## src/rtl/fetch_queue_pkg.sv

```systemverilog
// Shared types and constants for the instruction fetch queue.
// Entries carry the {pc, instr} pair handed over from the fetch unit.
package fq_pkg;

    localparam int          FQ_DEPTH = 4;
    localparam logic [31:0] FQ_NOP   = 32'h0;
    localparam int          FQ_PTR_W = $clog2(FQ_DEPTH);
    localparam int          FQ_CNT_W = $clog2(FQ_DEPTH + 1);

    typedef struct packed {
        logic [31:0] pc;
        logic [31:0] instr;
    } fq_entry_t;

endpackage

```

## src/rtl/fetch_queue_mem.sv

```systemverilog
// Entry storage for the fetch queue: synchronous write, asynchronous read.
// Contents are never cleared; the top only exposes entries it knows are valid.
module fetch_queue_mem
    import fq_pkg::*;
#(
    parameter int DEPTH = FQ_DEPTH,
    parameter int PW    = $clog2(DEPTH)
) (
    input  logic          clk,
    input  logic          we_i,
    input  logic [PW-1:0] waddr_i,
    input  fq_entry_t     wdata_i,
    input  logic [PW-1:0] raddr_i,
    output fq_entry_t     rdata_o
);

    fq_entry_t mem_q [DEPTH];

    always_ff @(posedge clk) begin
        if (we_i) begin
            mem_q[waddr_i] <= wdata_i;
        end
    end

    assign rdata_o = mem_q[raddr_i];

endmodule

```

## src/rtl/fetch_queue.sv

```systemverilog
// Fetch queue between IFU and decode: small FIFO of {pc, instr} with flush.
// Optional build macro FETCH_QUEUE_BYPASS_EN adds a zero-latency path when empty.
module fetch_queue
    import fq_pkg::*;
#(
    parameter int          DEPTH = FQ_DEPTH,
    parameter logic [31:0] NOP   = FQ_NOP
) (
    input  logic                       clk,
    input  logic                       reset,
    input  logic                       flush,
    input  logic                       in_valid,
    output logic                       in_ready,
    input  logic [31:0]                in_pc,
    input  logic [31:0]                in_instr,
    output logic                       out_valid,
    input  logic                       out_ready,
    output logic [31:0]                out_pc,
    output logic [31:0]                out_instr,
    output logic [$clog2(DEPTH+1)-1:0] count
);

    localparam int PW = $clog2(DEPTH);
    localparam int CW = $clog2(DEPTH + 1);

    logic [PW-1:0] wr_ptr_q, wr_ptr_d;
    logic [PW-1:0] rd_ptr_q, rd_ptr_d;
    logic [CW-1:0] count_q, count_d;

    fq_entry_t in_entry;
    fq_entry_t head_entry;
    logic      empty;
    logic      byp_active;
    logic      push;
    logic      pop;
    logic      mem_we;
    logic      mem_pop;

    assign in_entry = '{pc: in_pc, instr: in_instr};
    assign empty    = (count_q == '0);

`ifdef FETCH_QUEUE_BYPASS_EN
    assign byp_active = empty & in_valid & ~flush;
`else
    assign byp_active = 1'b0;
`endif

    // Readiness is purely a function of occupancy, so a full queue never
    // accepts on the strength of a same-cycle pop.
    assign in_ready  = (count_q < CW'(DEPTH));
    assign out_valid = ~empty | byp_active;

    assign push = in_valid & in_ready & ~flush;
    assign pop  = out_valid & out_ready & ~flush;

    // A bypassed entry that decode takes immediately never touches storage.
    assign mem_we  = push & ~(byp_active & out_ready);
    assign mem_pop = pop & ~empty;

    fetch_queue_mem #(
        .DEPTH (DEPTH),
        .PW    (PW)
    ) u_mem (
        .clk     (clk),
        .we_i    (mem_we),
        .waddr_i (wr_ptr_q),
        .wdata_i (in_entry),
        .raddr_i (rd_ptr_q),
        .rdata_o (head_entry)
    );

    always_comb begin
        out_pc    = 32'h0;
        out_instr = NOP;
        if (!empty) begin
            out_pc    = head_entry.pc;
            out_instr = head_entry.instr;
        end else if (byp_active) begin
            out_pc    = in_entry.pc;
            out_instr = in_entry.instr;
        end
    end

    always_comb begin
        wr_ptr_d = wr_ptr_q;
        rd_ptr_d = rd_ptr_q;
        count_d  = count_q;
        if (mem_we) begin
            wr_ptr_d = wr_ptr_q + PW'(1);
        end
        if (mem_pop) begin
            rd_ptr_d = rd_ptr_q + PW'(1);
        end
        case ({mem_we, mem_pop})
            2'b10:   count_d = count_q + CW'(1);
            2'b01:   count_d = count_q - CW'(1);
            default: count_d = count_q;
        endcase
    end

    always_ff @(posedge clk) begin
        if (!reset) begin
            wr_ptr_q <= '0;
            rd_ptr_q <= '0;
            count_q  <= '0;
        end else if (flush) begin
            wr_ptr_q <= '0;
            rd_ptr_q <= '0;
            count_q  <= '0;
        end else begin
            wr_ptr_q <= wr_ptr_d;
            rd_ptr_q <= rd_ptr_d;
            count_q  <= count_d;
        end
    end

    assign count = count_q;

endmodule

```

## config.mk

```make
export PLATFORM = sky130hd
export DESIGN_NAME = fetch_queue
export DESIGN_NICKNAME = d
export VERILOG_FILES = /design/src/rtl/fetch_queue_pkg.sv /design/src/rtl/fetch_queue_mem.sv /design/src/rtl/fetch_queue.sv
export SDC_FILE = /design/constraint.sdc
export NUM_CORES = 1
export LEC_CHECK = 0
export BUFFER_PORTS_ARGS = -buffer_cell sky130_fd_sc_hd__buf_4
export CAP_MARGIN = 10
export CORE_ASPECT_RATIO = 0.8
export CORE_MARGIN = 2
export CORE_UTILIZATION = 55
export CTS_BUF_LIST = sky130_fd_sc_hd__clkbuf_8
export CTS_CLUSTER_SIZE = 24
export DETAILED_ROUTE_END_ITERATION = 6
export PLACE_DENSITY = 0.77
export SYNTH_ARGS = -nofsm -noshare
export SYNTH_HDL_FRONTEND = slang
export SYNTH_HIERARCHICAL = 1
export SYNTH_SLANG_ARGS = --single-unit
```

## constraint.sdc

```tcl
create_clock -name clk -period 6.9 [get_ports clk]
set_input_delay 0.69 -clock clk [delete_from_list [all_inputs] [get_ports clk]]
set_output_delay 0.69 -clock clk [all_outputs]
set_load 0.005 [all_outputs]
```

# ---- Word level (Yosys, flattened, before mapping)
# Memories as Yosys holds them, arrays and structs flattened. A register that Yosys moved wholly into a read port is not among the register bits.
# Index checks and enable logic that the tools add are counted.
dict set report op_classes {
  addsub 4
  n_lt_le_gt_ge 1
  n_eq_ne 2
  mux 7
  bitwise_logic 8
  reduce_logical 3
}
# op count
set ops {}
lappend ops {{$mux W32} 2}
lappend ops {{$pmux W3 S2} 1}
lappend ops {{$and A1 B1 Y1} 5}
lappend ops {{$add A2 B1 Y2 const B} 2}
lappend ops {{$mux W2} 2}
lappend ops {{$add A3 B1 Y3 const B} 1}
lappend ops {{$logic_not A3 Y1} 1}
lappend ops {{$lt A3 B3 Y1 const B} 1}
lappend ops {{$not A1 Y1} 3}
lappend ops {{$sub A3 B1 Y3 const B} 1}
lappend ops {{$eq A2 B1 Y1 const B} 1}
lappend ops {{$eq A2 B2 Y1 const B} 1}
lappend ops {{$mux W1} 2}
lappend ops {{$reduce_bool A2 Y1} 1}
lappend ops {{$reduce_or A2 Y1} 1}
dict set report totals {
  register_bits 7
  mem_bits_rw 256
  input_bits 69
  output_inout_bits 69
  wordCells 29
  memories 1
}
# name words word_bits read_ports rd_ports_with_merged_regs write_ports line_no
set memory_table {}
lappend memory_table {u_mem.mem_q 4 64 1 1 1 fetch_queue_mem.sv:17} ;# fq_entry_t mem_q [DEPTH];

# ---- Depth between registers and ports, before layout
dict set report depth {
  word_depth 7
  ltp_mapped 8
  depth_no_buf 8
}

# ---- Hierarchy
# Netlist, hierarchy kept.
# module n_inst cells_per_inst area_each_um2 seq_area_each_um2
set by_module_without_submodules {}
lappend by_module_without_submodules {fetch_queue_mem 1 338 9341.5 7687.4}
lappend by_module_without_submodules {fetch_queue 1 110 819.5 140.1}

# ---- Worst setup path before layout
# OpenSTA, ideal clock, no wires.
dict set report synth_timing {
  path_type {input-to-reg}
  startpoint {in flush}
  endpoint {mem u_mem/mem_q[0][0] (netlist name), enable pin}
  setup_time_ns 0.577
  t_arrival_ns 5.574
  t_required_ns 6.323
  setup_slack_ns 0.749
  stages 4
  path_buffers 0
  path_cell_list {inv_1 nand3_1 inv_2 nor3b_1}
}
dict set report synth_between {
  elab_chain_cells 4
}
# item line_no
set synth_rtl {}
lappend synth_rtl {{start: declaration} fetch_queue.sv:11} ;# input logic flush,
lappend synth_rtl {{$not A1 Y1} fetch_queue.sv:53} ;# assign push = in_valid & in_ready & ~flush;
lappend synth_rtl {{$and A1 B1 Y1} fetch_queue.sv:53}
lappend synth_rtl {{net mem_we} fetch_queue.sv:36} ;# logic mem_we;
lappend synth_rtl {{$mux W1} fetch_queue_mem.sv:20} ;# if (we_i) begin
lappend synth_rtl {{$mux W1 (not written as such)} fetch_queue_mem.sv:21} ;# mem_q[waddr_i] <= wdata_i;
lappend synth_rtl {{end: declaration} fetch_queue_mem.sv:17}
# The timed path passes the listed nets, and every way through them passes these cells.

==> metrics.md <==
| Metric | Value |
|---|---|
| Max Slew Vio Count | `0` |
| FP Rows | `44` |
| Worst EP required | `between 6 and 7 ns` |
| Setup TNS | `0 ns` |
| Switching share of power | `0.206` |
| Die Wd | `approximately 160 um` |
| Skew-Pair Late Insertion Delay | `0.52 ns` |
| Die H | `126 um` |
| Distinct cells, synth | `28` |
| Antenna violations before repair | `0` |
| Avg Inst Size Synth | `between 20 and 25 sq um` |
| Synth Warn # | `6` |
| Post-synth design cell area | `around 0.010 sq mm` |
| Crit. End Element | `primary output` |
| Post-CTS Resized | `0` |
| WL/cell | `approximately 21 um` |
| I/O pin count | `around 140` |
| Clk_skew | `between 0.01 and 0.015 ns` |
| Vias in the first global route | `5239` |
| Min Tclk post-route | `3.64 ns` |
| Fmax | `roughly 270 MHz` |
| Antenna Diode Count | `0` |
| Max Cap Violations | `0` |
| GRT Overall Usage | `0.193` |
| H-tree depth | `2` |
| Number of clock sinks | `roughly 260` |
| Rel. slew slack | `0.202` |
| Crit-path max FO | `37` |
| Grt ovf | `0` |
| Most used cell, CP | `buf_4` |
| Clock Pin Slew Worst Setup and Hold Paths | `0.07 ns` |
| Worst VDD drop | `between 0.2 and 0.25 mV` |
| Status | `completed` |
| CTS root buf | `clkbuf_8` |
| CP arrival | `approximately 3.0 ns` |
| Critical setup path kind | `reg2out` |
| Initial core utilization | `0.561` |
| Setup bufs post-CTS | `0` |
| CTS hold repair buffers | `0` |
| Slowest cell on the critical path | `dfxtp_4` |
| Worst min path class | `in2reg` |
| RSZ-0062 raised after global routing | `false` |
| Layout cells sized above 1 | `0.415` |
| Setup violators final | `0` |
| First-pass GRT wire length | `28.2 mm` |
| Post-layout net count | `between 600 and 700` |
| CTS max path bufs | `3` |
| Via count | `approximately 4800` |
| Gpl congestion | `~0.7` |
| Sequential share of power | `0.597` |
| Final Power | `2.99 mW` |
| Combinational cell fraction of total power | `0.042` |
| Pwr dens | `between 200 and 250 mW/mm^2` |
| Clock power share | `0.360` |
| CTS Buf Count | `39` |
| Final hold violation count | `0` |
| Switching power | `615 uW` |
| Core ar. | `~0.018 sq mm` |
| Worst-Margin Slew | `roughly 1.2 ns` |
| Area growth syn-to-layout | `17.6%` |
| Slowest stage delay, CP | `roughly 0.74 ns` |
| I/O Buffers | `between 100 and 150` |
| DR vias/cell | `5.56` |
| DR pass1 iterations | `4` |
| Register area share after synthesis | `0.770` |
| Post-DRT Antenna Nets | `0` |
| DRC viols | `0` |
| Largest net degree at the start of global routing | `66` |
| Worst-path cell chain | `buf_4, mux4_2, and2_1, buf_4` |
| Flops & latches, synth | `~260` |
| Half-perimeter wire length after placement | `slightly above 10 mm` |
| Die footprint | `just under 0.02 sq mm` |
| Internal power | `~2.4 mW` |
| Synthesized instance count | `roughly 450` |
| CTS tree | `yes` |
| Critical Path Source Type | `register` |
| Syn Nets | `a little over 500` |
| Crit share post-route | `0.527` |
| Leakage | `slightly above 4 nW` |
| Final WL | `between 15 and 20 mm` |
| Starting DRT DRC Count | `258` |
[worst paths after layout]
check              startpoint                  to  slack, ns  cells past startpoint
setup / recovery  rd_ptr_q[0]       out_instr[28]       3.26                      4
hold / removal    in_instr[7]   u_mem/mem_q[1][7]       0.36                      1
setup reg to reg     count[2]  u_mem/mem_q[1][48]       4.65                      5
hold reg to reg   wr_ptr_q[1]         wr_ptr_q[1]       0.61                      2
[power by group through the flow]
stage                     combinational [mW]  sequential [mW]  clock [mW]
after floorplan                       0.0553             1.82           0
after global placement                 0.122             1.82           0
after detailed placement               0.127             1.82           0
after CTS                              0.128             1.78        1.11
after global routing                   0.137             1.78        1.18
final                                  0.126             1.78        1.08
[cells in the mapped netlist]
cell      count  area [sq um]
o311ai_1      1          8.76
and3_1        1          6.26
edfxtp_1    256          7690
inv_1         2          7.51
a21oi_1       2          10.0
and3b_1       2          17.5
nand2_1       1          3.75
clkbuf_2      1          5.00
dfxtp_1       7           140
o31ai_1       1          7.51
xnor2_1       2          17.5
buf_12        6           120
nand3_2       1          10.0
inv_2         4          15.0
fa_1          1          20.0
mux4_2       60          1350
o21ai_0       1          5.00
and4bb_1      1          12.5
ha_1          1          12.5
or3_1         1          6.26
nor3b_1       1          7.51
buf_6         7          78.8
and2_1       64           400
nor2_1        8          30.0
mux4_1        4           105
nand3_1       1          5.00
buf_2         7          35.0
xor2_1        4          35.0
[cell type report]
| class | instances | area [sq um] |
|---|---|---|
| sequential | 263 | 7840 |
| clock buffer | 39 | 537 |
| timing repair buffer | 142 | 1070 |
| multi-input combinational | 158 | 2090 |
| clock inverter | 24 | 113 |
| inverter | 6 | 22.5 |
| fill | 1194 | 6160 |
| tap | 230 | 288 |
[state kept, by name, summed over array words and instances, names as in the netlist]
name / flops
rd_ptr_q: 2
wr_ptr_q: 2
u_mem/mem_q: 256
count: 3
[metal layers]
layer / wire length (um) / up-vias / GRT usage
met3: 1610 / 34 / 0.0620
met5: 0 / - / 0
met1: 7430 / 2450 / 0.248
met2: 9000 / 175 / 0.314
li1: - / 2132 / -
met4: 357 / 0 / 0.0669
[cells by family after synthesis]
logic type | after synthesis | share of synthesized area
buf+inv | 27 | 0.0257
xor+xnor | 6 | 0.00517
compound gates | 5 | 0.00308
simple gates | 81 | 0.0491
fa+ha+maj | 2 | 0.00320
flops | 263 | 0.770
mux | 64 | 0.143
[metrics by stage]
| stage | setup WS (ns) | cell area [sq um] | hold slack [ns] | util | cells |
|---|---|---|---|---|---|
| 4_1_cts | 3.13 | 12000 | 0.332 | 0.660 | 862 |
| 5_1_grt | 3.02 | 12000 | 0.332 | 0.660 | 862 |
| 2_1_floorplan | 0.749 | 10200 | 0.478 | - | 448 |
| 6_report | 3.26 | 12000 | 0.362 | 0.660 | 862 |
| 3_3_place_gp | 3.71 | 11300 | 0.551 | 0.624 | 799 |
| 3_5_place_dp | 3.71 | 11300 | 0.595 | 0.624 | 799 |
[worst max-delay path: cells and delay by family, from the launching register on]
| kind | cells | cell delay [ns] |
|---|---|---|
| AND/OR/NAND/NOR | 1 | 0.18 |
| buffers and inverters | 2 | 0.85 |
| multiplexers | 1 | 0.59 |
| flip-flops | 1 | 0.74 |
[cell usage in the layout, fill, tap and decap left out, drive strengths merged, types with 2 or more instances in the layout]
cell type,netlist,final
xor2,4,4
buf,20,142
nand3,2,2
dfxtp,7,7
inv,6,16
clkinv,0,10
clkbuf,1,39
xnor2,2,2
nor2,8,8
edfxtp,256,256
and2,64,64
mux4,64,64
a21oi,2,2
clkinvlp,0,4
and3b,2,2
(Power assumes the default switching activity.)
